File: config.mk
export PLATFORM = sky130hd
export DESIGN_NAME = ram_port_arbiter_flat
export DESIGN_NICKNAME = d
export VERILOG_FILES = /design/src/rtl/ram_port_arbiter_if.sv /design/src/rtl/ram_port_arbiter.sv /design/src/flat_wrapper.sv
export SDC_FILE = /design/constraint.sdc
export NUM_CORES = 1
export LEC_CHECK = 0
export CAP_MARGIN = 10
export CELL_PAD_IN_SITES_DETAIL_PLACEMENT = 1
export CELL_PAD_IN_SITES_GLOBAL_PLACEMENT = 1
export CORE_MARGIN = 2
export CORE_UTILIZATION = 23
export DETAILED_ROUTE_END_ITERATION = 8
export GPL_TIMING_DRIVEN = 0
export PLACE_DENSITY_LB_ADDON = 0.1
export REMOVE_ABC_BUFFERS = 1
export SLEW_MARGIN = 10
export SYNTH_ARGS = -nofsm -noshare
export SYNTH_HDL_FRONTEND = slang
export SYNTH_SLANG_ARGS = --single-unit
File: constraint.sdc
create_clock -name clk -period 1.65 [get_ports clk]
set_clock_uncertainty 0.05 [all_clocks]
set_input_delay 0.33 -clock clk [delete_from_list [all_inputs] [get_ports clk]]
set_output_delay 0.33 -clock clk [all_outputs]
set_load 0.005 [all_outputs]
File: src/rtl/ram_port_arbiter_if.sv
// Signal bundle between the RAM port arbiter and its environment (two requesters plus the RAM).
// Carries only wires; no latency of its own.
// Requesters hold req until granted; the RAM side has no backpressure.
interface ram_port_arbiter_if #(
    parameter int ADDR_WIDTH = 14,
    parameter int DATA_WIDTH = 16
);
    logic                    a_req;
    logic [ADDR_WIDTH-1:0]   a_addr;
    logic [DATA_WIDTH-1:0]   a_din;
    logic [DATA_WIDTH/8-1:0] a_write_en;
    logic                    a_grant;
    logic                    a_rd_valid;
    logic [DATA_WIDTH-1:0]   a_dout;

    logic                    b_req;
    logic [ADDR_WIDTH-1:0]   b_addr;
    logic [DATA_WIDTH-1:0]   b_din;
    logic [DATA_WIDTH/8-1:0] b_write_en;
    logic                    b_grant;
    logic                    b_rd_valid;
    logic [DATA_WIDTH-1:0]   b_dout;

    logic [ADDR_WIDTH-1:0]   ram_addr;
    logic [DATA_WIDTH-1:0]   ram_din;
    logic [DATA_WIDTH/8-1:0] ram_write_en;
    logic [DATA_WIDTH-1:0]   ram_dout;

    // Environment side: requesters and the RAM.
    modport master (
        output a_req, a_addr, a_din, a_write_en,
        output b_req, b_addr, b_din, b_write_en,
        output ram_dout,
        input  a_grant, a_rd_valid, a_dout,
        input  b_grant, b_rd_valid, b_dout,
        input  ram_addr, ram_din, ram_write_en
    );

    // Arbiter side.
    modport slave (
        input  a_req, a_addr, a_din, a_write_en,
        input  b_req, b_addr, b_din, b_write_en,
        input  ram_dout,
        output a_grant, a_rd_valid, a_dout,
        output b_grant, b_rd_valid, b_dout,
        output ram_addr, ram_din, ram_write_en
    );
endinterface

File: src/rtl/ram_port_arbiter.sv
// Two-requester arbiter/sequencer in front of a byte-writable single-port RAM.
// Grant is combinational; command registered next cycle; read data + rd_valid two cycles after grant.
// A denied requester simply keeps req high; fixed-priority mode forces B through after MAX_WAIT denials.
module ram_port_arbiter #(
    parameter int ADDR_WIDTH   = 14,
    parameter int DATA_WIDTH   = 16,
    parameter int FIXED_PRIO_A = 0,
    parameter int MAX_WAIT     = 7
) (
    input  logic                clk,
    input  logic                reset,
    ram_port_arbiter_if.slave   bus
);
    localparam int BE_WIDTH = DATA_WIDTH / 8;
    localparam logic [7:0] MAX_WAIT_C = 8'(MAX_WAIT);

    logic                  grant_a;
    logic                  grant_b;
    logic                  last_win;      // 1 = B won the most recent grant
    logic [7:0]            starve_cnt;

    logic [ADDR_WIDTH-1:0] addr_q;
    logic [DATA_WIDTH-1:0] din_q;
    logic [BE_WIDTH-1:0]   we_q;

    // Tag pipe: stage 1 holds {is_read, owner}; stage 2 is kept decoded per owner
    // so each rd_valid comes straight from a flop.
    logic                  tag1_rd;
    logic                  tag1_owner;    // 1 = B
    logic                  rd_valid_a_q;
    logic                  rd_valid_b_q;

    // Pick at most one winner this cycle; nothing is granted while reset is held.
    always_comb begin
        grant_a = 1'b0;
        grant_b = 1'b0;
        if (!reset) begin
            if (bus.a_req && bus.b_req) begin
                if (FIXED_PRIO_A != 0) begin
                    if (starve_cnt == MAX_WAIT_C) grant_b = 1'b1;
                    else                          grant_a = 1'b1;
                end else begin
                    if (last_win) grant_a = 1'b1;
                    else          grant_b = 1'b1;
                end
            end else if (bus.a_req) begin
                grant_a = 1'b1;
            end else if (bus.b_req) begin
                grant_b = 1'b1;
            end
        end
    end

    // Register the winning command; an idle cycle drops the byte enables but keeps addr/din.
    always_ff @(posedge clk or posedge reset) begin
        if (reset) begin
            addr_q <= '0;
            din_q  <= '0;
            we_q   <= '0;
        end else if (grant_a) begin
            addr_q <= bus.a_addr;
            din_q  <= bus.a_din;
            we_q   <= bus.a_write_en;
        end else if (grant_b) begin
            addr_q <= bus.b_addr;
            din_q  <= bus.b_din;
            we_q   <= bus.b_write_en;
        end else begin
            we_q   <= '0;
        end
    end

    // Track read ownership two stages deep so returning data reaches only its issuer.
    always_ff @(posedge clk or posedge reset) begin
        if (reset) begin
            tag1_rd      <= 1'b0;
            tag1_owner   <= 1'b0;
            rd_valid_a_q <= 1'b0;
            rd_valid_b_q <= 1'b0;
        end else begin
            tag1_rd      <= (grant_a && (bus.a_write_en == '0)) ||
                            (grant_b && (bus.b_write_en == '0));
            tag1_owner   <= grant_b;
            rd_valid_a_q <= tag1_rd && !tag1_owner;
            rd_valid_b_q <= tag1_rd &&  tag1_owner;
        end
    end

    // Remember the last winner for round-robin tie breaking; untouched on idle cycles.
    always_ff @(posedge clk or posedge reset) begin
        if (reset)        last_win <= 1'b1;
        else if (grant_a) last_win <= 1'b0;
        else if (grant_b) last_win <= 1'b1;
    end

    // Count consecutive B denials in fixed-priority mode, saturating at the guard limit.
    always_ff @(posedge clk or posedge reset) begin
        if (reset) begin
            starve_cnt <= '0;
        end else if (FIXED_PRIO_A == 0) begin
            starve_cnt <= '0;
        end else if (!bus.b_req || grant_b) begin
            starve_cnt <= '0;
        end else if (starve_cnt != MAX_WAIT_C) begin
            starve_cnt <= starve_cnt + 8'd1;
        end
    end

    assign bus.a_grant      = grant_a;
    assign bus.b_grant      = grant_b;
    assign bus.ram_addr     = addr_q;
    assign bus.ram_din      = din_q;
    assign bus.ram_write_en = we_q;
    assign bus.a_rd_valid   = rd_valid_a_q;
    assign bus.b_rd_valid   = rd_valid_b_q;
    // Both requesters see the raw RAM output; rd_valid alone says whose it is.
    assign bus.a_dout       = bus.ram_dout;
    assign bus.b_dout       = bus.ram_dout;
endmodule

File: src/flat_wrapper.sv
// flat-port wrapper written by rule: the top's interface ports become plain ports
module ram_port_arbiter_flat 
#(
    parameter int ADDR_WIDTH   = 14,
    parameter int DATA_WIDTH   = 16,
    parameter int FIXED_PRIO_A = 0,
    parameter int MAX_WAIT     = 7
)
  (clk, reset, bus_a_req, bus_a_addr, bus_a_din, bus_a_write_en, bus_b_req, bus_b_addr, bus_b_din, bus_b_write_en, bus_ram_dout, bus_a_grant, bus_a_rd_valid, bus_a_dout, bus_b_grant, bus_b_rd_valid, bus_b_dout, bus_ram_addr, bus_ram_din, bus_ram_write_en);
  ram_port_arbiter_if #(.ADDR_WIDTH(ADDR_WIDTH), .DATA_WIDTH(DATA_WIDTH)) bus_i ();
  input  logic clk;
  input  logic reset;
  input wire logic [$bits(bus_i.a_req)-1:0] bus_a_req;
  input wire logic [$bits(bus_i.a_addr)-1:0] bus_a_addr;
  input wire logic [$bits(bus_i.a_din)-1:0] bus_a_din;
  input wire logic [$bits(bus_i.a_write_en)-1:0] bus_a_write_en;
  input wire logic [$bits(bus_i.b_req)-1:0] bus_b_req;
  input wire logic [$bits(bus_i.b_addr)-1:0] bus_b_addr;
  input wire logic [$bits(bus_i.b_din)-1:0] bus_b_din;
  input wire logic [$bits(bus_i.b_write_en)-1:0] bus_b_write_en;
  input wire logic [$bits(bus_i.ram_dout)-1:0] bus_ram_dout;
  output wire logic [$bits(bus_i.a_grant)-1:0] bus_a_grant;
  output wire logic [$bits(bus_i.a_rd_valid)-1:0] bus_a_rd_valid;
  output wire logic [$bits(bus_i.a_dout)-1:0] bus_a_dout;
  output wire logic [$bits(bus_i.b_grant)-1:0] bus_b_grant;
  output wire logic [$bits(bus_i.b_rd_valid)-1:0] bus_b_rd_valid;
  output wire logic [$bits(bus_i.b_dout)-1:0] bus_b_dout;
  output wire logic [$bits(bus_i.ram_addr)-1:0] bus_ram_addr;
  output wire logic [$bits(bus_i.ram_din)-1:0] bus_ram_din;
  output wire logic [$bits(bus_i.ram_write_en)-1:0] bus_ram_write_en;
  assign bus_i.a_req = bus_a_req;
  assign bus_i.a_addr = bus_a_addr;
  assign bus_i.a_din = bus_a_din;
  assign bus_i.a_write_en = bus_a_write_en;
  assign bus_i.b_req = bus_b_req;
  assign bus_i.b_addr = bus_b_addr;
  assign bus_i.b_din = bus_b_din;
  assign bus_i.b_write_en = bus_b_write_en;
  assign bus_i.ram_dout = bus_ram_dout;
  assign bus_a_grant = bus_i.a_grant;
  assign bus_a_rd_valid = bus_i.a_rd_valid;
  assign bus_a_dout = bus_i.a_dout;
  assign bus_b_grant = bus_i.b_grant;
  assign bus_b_rd_valid = bus_i.b_rd_valid;
  assign bus_b_dout = bus_i.b_dout;
  assign bus_ram_addr = bus_i.ram_addr;
  assign bus_ram_din = bus_i.ram_din;
  assign bus_ram_write_en = bus_i.ram_write_en;
  ram_port_arbiter #(.ADDR_WIDTH(ADDR_WIDTH), .DATA_WIDTH(DATA_WIDTH), .FIXED_PRIO_A(FIXED_PRIO_A), .MAX_WAIT(MAX_WAIT)) u_core (.clk(clk), .reset(reset), .bus(bus_i));
endmodule
Word-level counts from Yosys, hierarchy flattened. Cells that the tools add are included.

Input port bits: 84. Output and inout bits: 68. Bits in latches: 0. Memory bits (read-only): 0. Bits in writable memories: 0. Word-level logic and storage cells: 35. Bits in registers: 37. Memories: 0.

Muxes and demuxes: 17. Multipliers: 0. Shift operators: 0. Reductions and logical operators: 10. Add/sub/neg operators: 0. Div/mod/pow operators: 0. Eq/ne operators: 0. Magnitude comparators: 0. Bitwise logic cells: 0.

Operators with widths (count): 16-bit 2-to-1 mux (2); 14-bit 2-to-1 mux (2); 1-bit 2-to-1 mux (11); 1-bit logical AND (5); 2-bit logical NOT (2); 2-bit 2-to-1 mux (2); 2-bit nonzero test (1); 1-bit logical NOT (1); 1-bit logical OR (1).

Longest topological paths before layout.
Depth after elaboration: 6. Gate-level depth with buffers: 5. Gate-level depth less buffers: 3.

Worst setup path after synthesis. No wires, ideal clock.

Kind: register to register. From: register u_core.last_win. To: register u_core.addr_q[10], in the netlist u_core.bus.ram_addr[10]. Period minus slack after synthesis: 1.193 ns. Data required time: 1.518 ns. Stages on the path, launching flop included: 5. Arrival: 1.061 ns. Library setup time: 0.082 ns. Buffers on the path: 1. Slack: 0.457 ns. Cell sequence: dfstp_2 > or2b_2 > buf_4 > nand3_1 > a31oi_1.

Cells in the longest elaborated chain, start to end: 4. Elaborated cells on any way between the ends: 8. Those cells by class: mux (7); reduce/logical (1).

RTL lines: start: declaration (line ram_port_arbiter.sv:19) `logic last_win;`; start signal: assignment (line ram_port_arbiter.sv:91) `if (reset) last_win <= 1'b1;`; start signal: assignment (line ram_port_arbiter.sv:92) `else if (grant_a) last_win <= 1'b0;`; start signal: assignment (line ram_port_arbiter.sv:93) `else if (grant_b) last_win <= 1'b1;`; 1-bit 2-to-1 mux (line ram_port_arbiter.sv:43) `if (last_win) grant_a = 1'b1;`; 1-bit 2-to-1 mux (line ram_port_arbiter.sv:38) `if (bus.a_req && bus.b_req) begin`; 1-bit 2-to-1 mux (line ram_port_arbiter.sv:37) `if (!reset) begin`; 14-bit 2-to-1 mux or 2-bit nonzero test (tied branches); end signal: assignment (line ram_port_arbiter.sv:61) `addr_q <= bus.a_addr;`; end signal: assignment (line ram_port_arbiter.sv:65) `addr_q <= bus.b_addr;`; end: declaration (line ram_port_arbiter.sv:22) `logic [ADDR_WIDTH-1:0] addr_q;`.

Parallel ways exist; a longest one is shown, timed or not. A chain may end at the register's enable or synchronous reset.

Final worst setup path.
From: register u_core.last_win. To: output bus_a_grant.

Cells in the longest elaborated chain, start to end: 3.

RTL lines: 1-bit 2-to-1 mux (line ram_port_arbiter.sv:43); 1-bit 2-to-1 mux (line ram_port_arbiter.sv:38); 1-bit 2-to-1 mux (line ram_port_arbiter.sv:37); end: declaration (line flat_wrapper.sv:22) `output wire logic [$bits(bus_i.a_grant)-1:0] bus_a_grant;`.

No other way between the ends.

==> flow_metrics.env <==
export IMPL_status="finished clean"
export IMPL_tns_ns=0
export IMPL_portBuffers=103
export IMPL_fmax_mhz=625.2
export IMPL_syn_cell_area_mm2=0.002011
export IMPL_multi_input_area_um2=803.3
export IMPL_syn_area_per_cell_um2=8.897
export IMPL_io_pins=152
export IMPL_n_antenna_cell=0
export IMPL_crit_cells=4
export IMPL_worst_pin_slew_ns=0.7133
export IMPL_vias_per_cell=4.787
export IMPL_cts_root_buf="clkbuf_8"
export IMPL_ant_nets=0
export IMPL_routedWlPerCell_um=20.46
export IMPL_required_ns=1.27
export IMPL_routed_wl_mm=8.265
export IMPL_drive_above_1_share_pct=10.14
export IMPL_final_area_mm2=0.003047
export IMPL_synth_cell_types=23
export IMPL_yosys_warnings=0
export IMPL_combPwrFrac_pct=31.2
export IMPL_p_per_area_mw_per_mm2=858.6
export IMPL_top_layer="met5"
export IMPL_p_int_uw=1864
export IMPL_min_period_over_period_pct=96.94
export IMPL_min_period_ns=1.599
export IMPL_start_util_pct=23.40
export IMPL_critPathMaxStageDelay_ns=0.55
export IMPL_synth_largest_area_cell="dfrtp_1"
export IMPL_cts_buffers=5
export IMPL_place_area_mm2=0.002836
export IMPL_cts_buffer_depth=2
export IMPL_crit_path_end_kind="output port"
export IMPL_ys_ff_latch=37
export IMPL_place_hpwl_mm=4.657
export IMPL_clk_latency_ns=0.28
export IMPL_first_pass_iters=4
export IMPL_dieArea_mm2=0.009506
export IMPL_synth_seq_area_share_pct=46.11
export IMPL_drv_cap=0
export IMPL_wl_met2_mm=3.596
export IMPL_critical_path_top_delay_family="flip-flops"
export IMPL_grt_max_degree=61
export IMPL_hp_class="in2async"
export IMPL_p_sw_uw=751.3
export IMPL_clkPwrFrac_pct=27.2
export IMPL_antenna_found_initial=0
export IMPL_cts_clk_slew_worst_paths_ns=0.08
export IMPL_grt_pass1_wl_mm=12.01
export IMPL_grt_overflow=0
export IMPL_fin_ws_ns=0.05052
export IMPL_drc=0
export IMPL_yosys_area_top_type_share_pct=44.80
export IMPL_num_nets_final=379
export IMPL_netlist_instances=226
export IMPL_crit_chain="buf_4, nor2b_4, nor2_4, clkbuf_2"
export IMPL_irDropWorstVdd_v=0.0002701
export IMPL_drv_slew=0
export IMPL_synth_area_leaders="dfrtp_1 (45%), buf_4 (14%), a31oi_1 (9.3%)"
export IMPL_cp_arrival_ns=1.22
export IMPL_grtUsageTotal_pct=16.55
export IMPL_die_y_um=97.50
export IMPL_register_area_um2=927.1
export IMPL_fillers=992
export IMPL_switching_share_pct=28.72
export IMPL_p_leak_uw=0.001166
export IMPL_dpl_worst_slack_ns=-1.035
export IMPL_syn_to_final_growth_pct=51.52
export IMPL_critPathBufInv=2
export IMPL_cts_hold_fix_buffers=0
export IMPL_cts_tree="built"
export IMPL_rsz0062_at_grt="true"
export IMPL_final_hold_viol_count=0
export IMPL_m1WireLength_mm=3.896
export IMPL_drt_iter0_drc=32
export IMPL_max_slew_margin_pct=52.45
export IMPL_cts_htree_levels=2
export IMPL_setup_violations=0
export IMPL_num_rows=34
export IMPL_fp_coreArea_mm2=0.008593
export IMPL_numClockSinks=37
export IMPL_cp_start_kind="register"
export IMPL_gp_congestion=0.6793
export IMPL_grt_pass1_vias=2007
export IMPL_die_w_um=97.50
export IMPL_critPathSlowestCell="dfstp_2"
export IMPL_power_uw=2616
export IMPL_p_seq_share_pct=41.5
export IMPL_path_class="reg2out"
export IMPL_vias=1934
export IMPL_wl_met3_um=730
export IMPL_r2r_cells=4
export IMPL_timing_critical_path_fanout_max=4
[power by group through the flow]
stage | sequential [µW] | combinational, µW | clock (µW)
final | 1090 | 816 | 713
after global routing | 1100 | 887 | 796
after CTS | 1090 | 811 | 751
after detailed placement | 1110 | 741 | 0
after global placement | 1110 | 733 | 0
after floorplan | 1120 | 233 | 0
[cells in the mapped netlist (all sizes together)]
| library cell | instances |
|---|---|
| a21oi | 1 |
| a22o | 3 |
| a31oi | 30 |
| and2 | 1 |
| and2b | 1 |
| buf | 49 |
| clkbuf | 2 |
| dfrtp | 36 |
| dfstp | 1 |
| inv | 1 |
| nand2 | 1 |
| nand2b | 2 |
| nand3 | 30 |
| nor2 | 33 |
| nor2b | 2 |
| o21ai | 31 |
| o21ba | 1 |
| or2b | 1 |
[area by class of cell]
| type | count | area share (%) |
|---|---|---|
| clock buffer | 7 | 3.162 |
| clock inverter | 1 | 0.1643 |
| inverter | 1 | 0.1232 |
| multi-input combinational | 141 | 26.37 |
| sequential | 37 | 30.43 |
| tap | 108 | 4.435 |
| timing repair buffer | 109 | 35.32 |
[what timing repair did]
action                                  in CTS  in global routing
buffers inserted                             5                  0
gates resized for setup                     19                  3
gates cloned                                 2                  2
endpoints found under the setup margin      35                 29
hold endpoints to repair                     0                  0
[path summary, 6_finish.rpt]
kind,start,end,slack [ns]
setup / recovery,u_core.last_win,bus_a_grant,0.05
hold / removal,reset,u_core.tag1_owner,0.23
setup reg to reg,u_core.last_win,u_core.bus.ram_din[9],0.13
hold reg to reg,u_core.tag1_owner,u_core.bus.a_rd_valid,0.36
max in group asynchronous,reset,u_core.last_win,0.80
min in group clk,u_core.tag1_owner,u_core.bus.a_rd_valid,0.36
[metrics by stage]
stage | utilization [%] | hold WS (ns) | cells
2_1_floorplan | - | 0.3447 | 175
3_3_place_gp | 32.78 | 0.3508 | 386
3_5_place_dp | 33.01 | 0.3585 | 387
4_1_cts | 35.22 | 0.2228 | 402
5_1_grt | 35.45 | 0.2638 | 404
6_report | 35.45 | 0.2333 | 404
[kinds of logic after synthesis]
| group | count (synthesis) | synth area share, % |
|---|---|---|
| buf+inv | 52 | 18.11 |
| simple gates | 71 | 16.68 |
| compound gates | 66 | 19.10 |
| flops | 37 | 46.11 |
[layer usage]
| layer | vias up | track usage [%] |
|---|---|---|
| li1 | 900 | - |
| met1 | 920 | 23.14 |
| met2 | 108 | 23.13 |
| met3 | 4 | 7.914 |
| met4 | 2 | 2.885 |
| met5 | - | 3.846 |
[sequential cells by signal (all words and copies together) (netlist names)]
signal / cells
u_core.bus.ram_din: 16
u_core.bus.ram_addr: 14
u_core.bus.ram_write_en: 2
u_core.bus.a_rd_valid: 1
u_core.bus.b_rd_valid: 1
u_core.last_win: 1
u_core.tag1_owner: 1
u_core.tag1_rd: 1
[layout by cell type (no fill, tap or decap), drive strengths merged]
master / count
dfstp: 1
nand2b: 3
buf: 7
clkdlybuf4s50: 98
nor2: 33
and2: 1
nand3: 30
dlygate4sd2: 2
and2b: 1
nor2b: 3
or2b: 2
clkbuf: 8
clkinv: 1
inv: 1
o21ba: 2
nand2: 1
a22o: 3
o21ai: 31
dfrtp: 36
a21oi: 1
clkdlybuf4s15: 1
a31oi: 30
(Power assumes the default switching activity.)
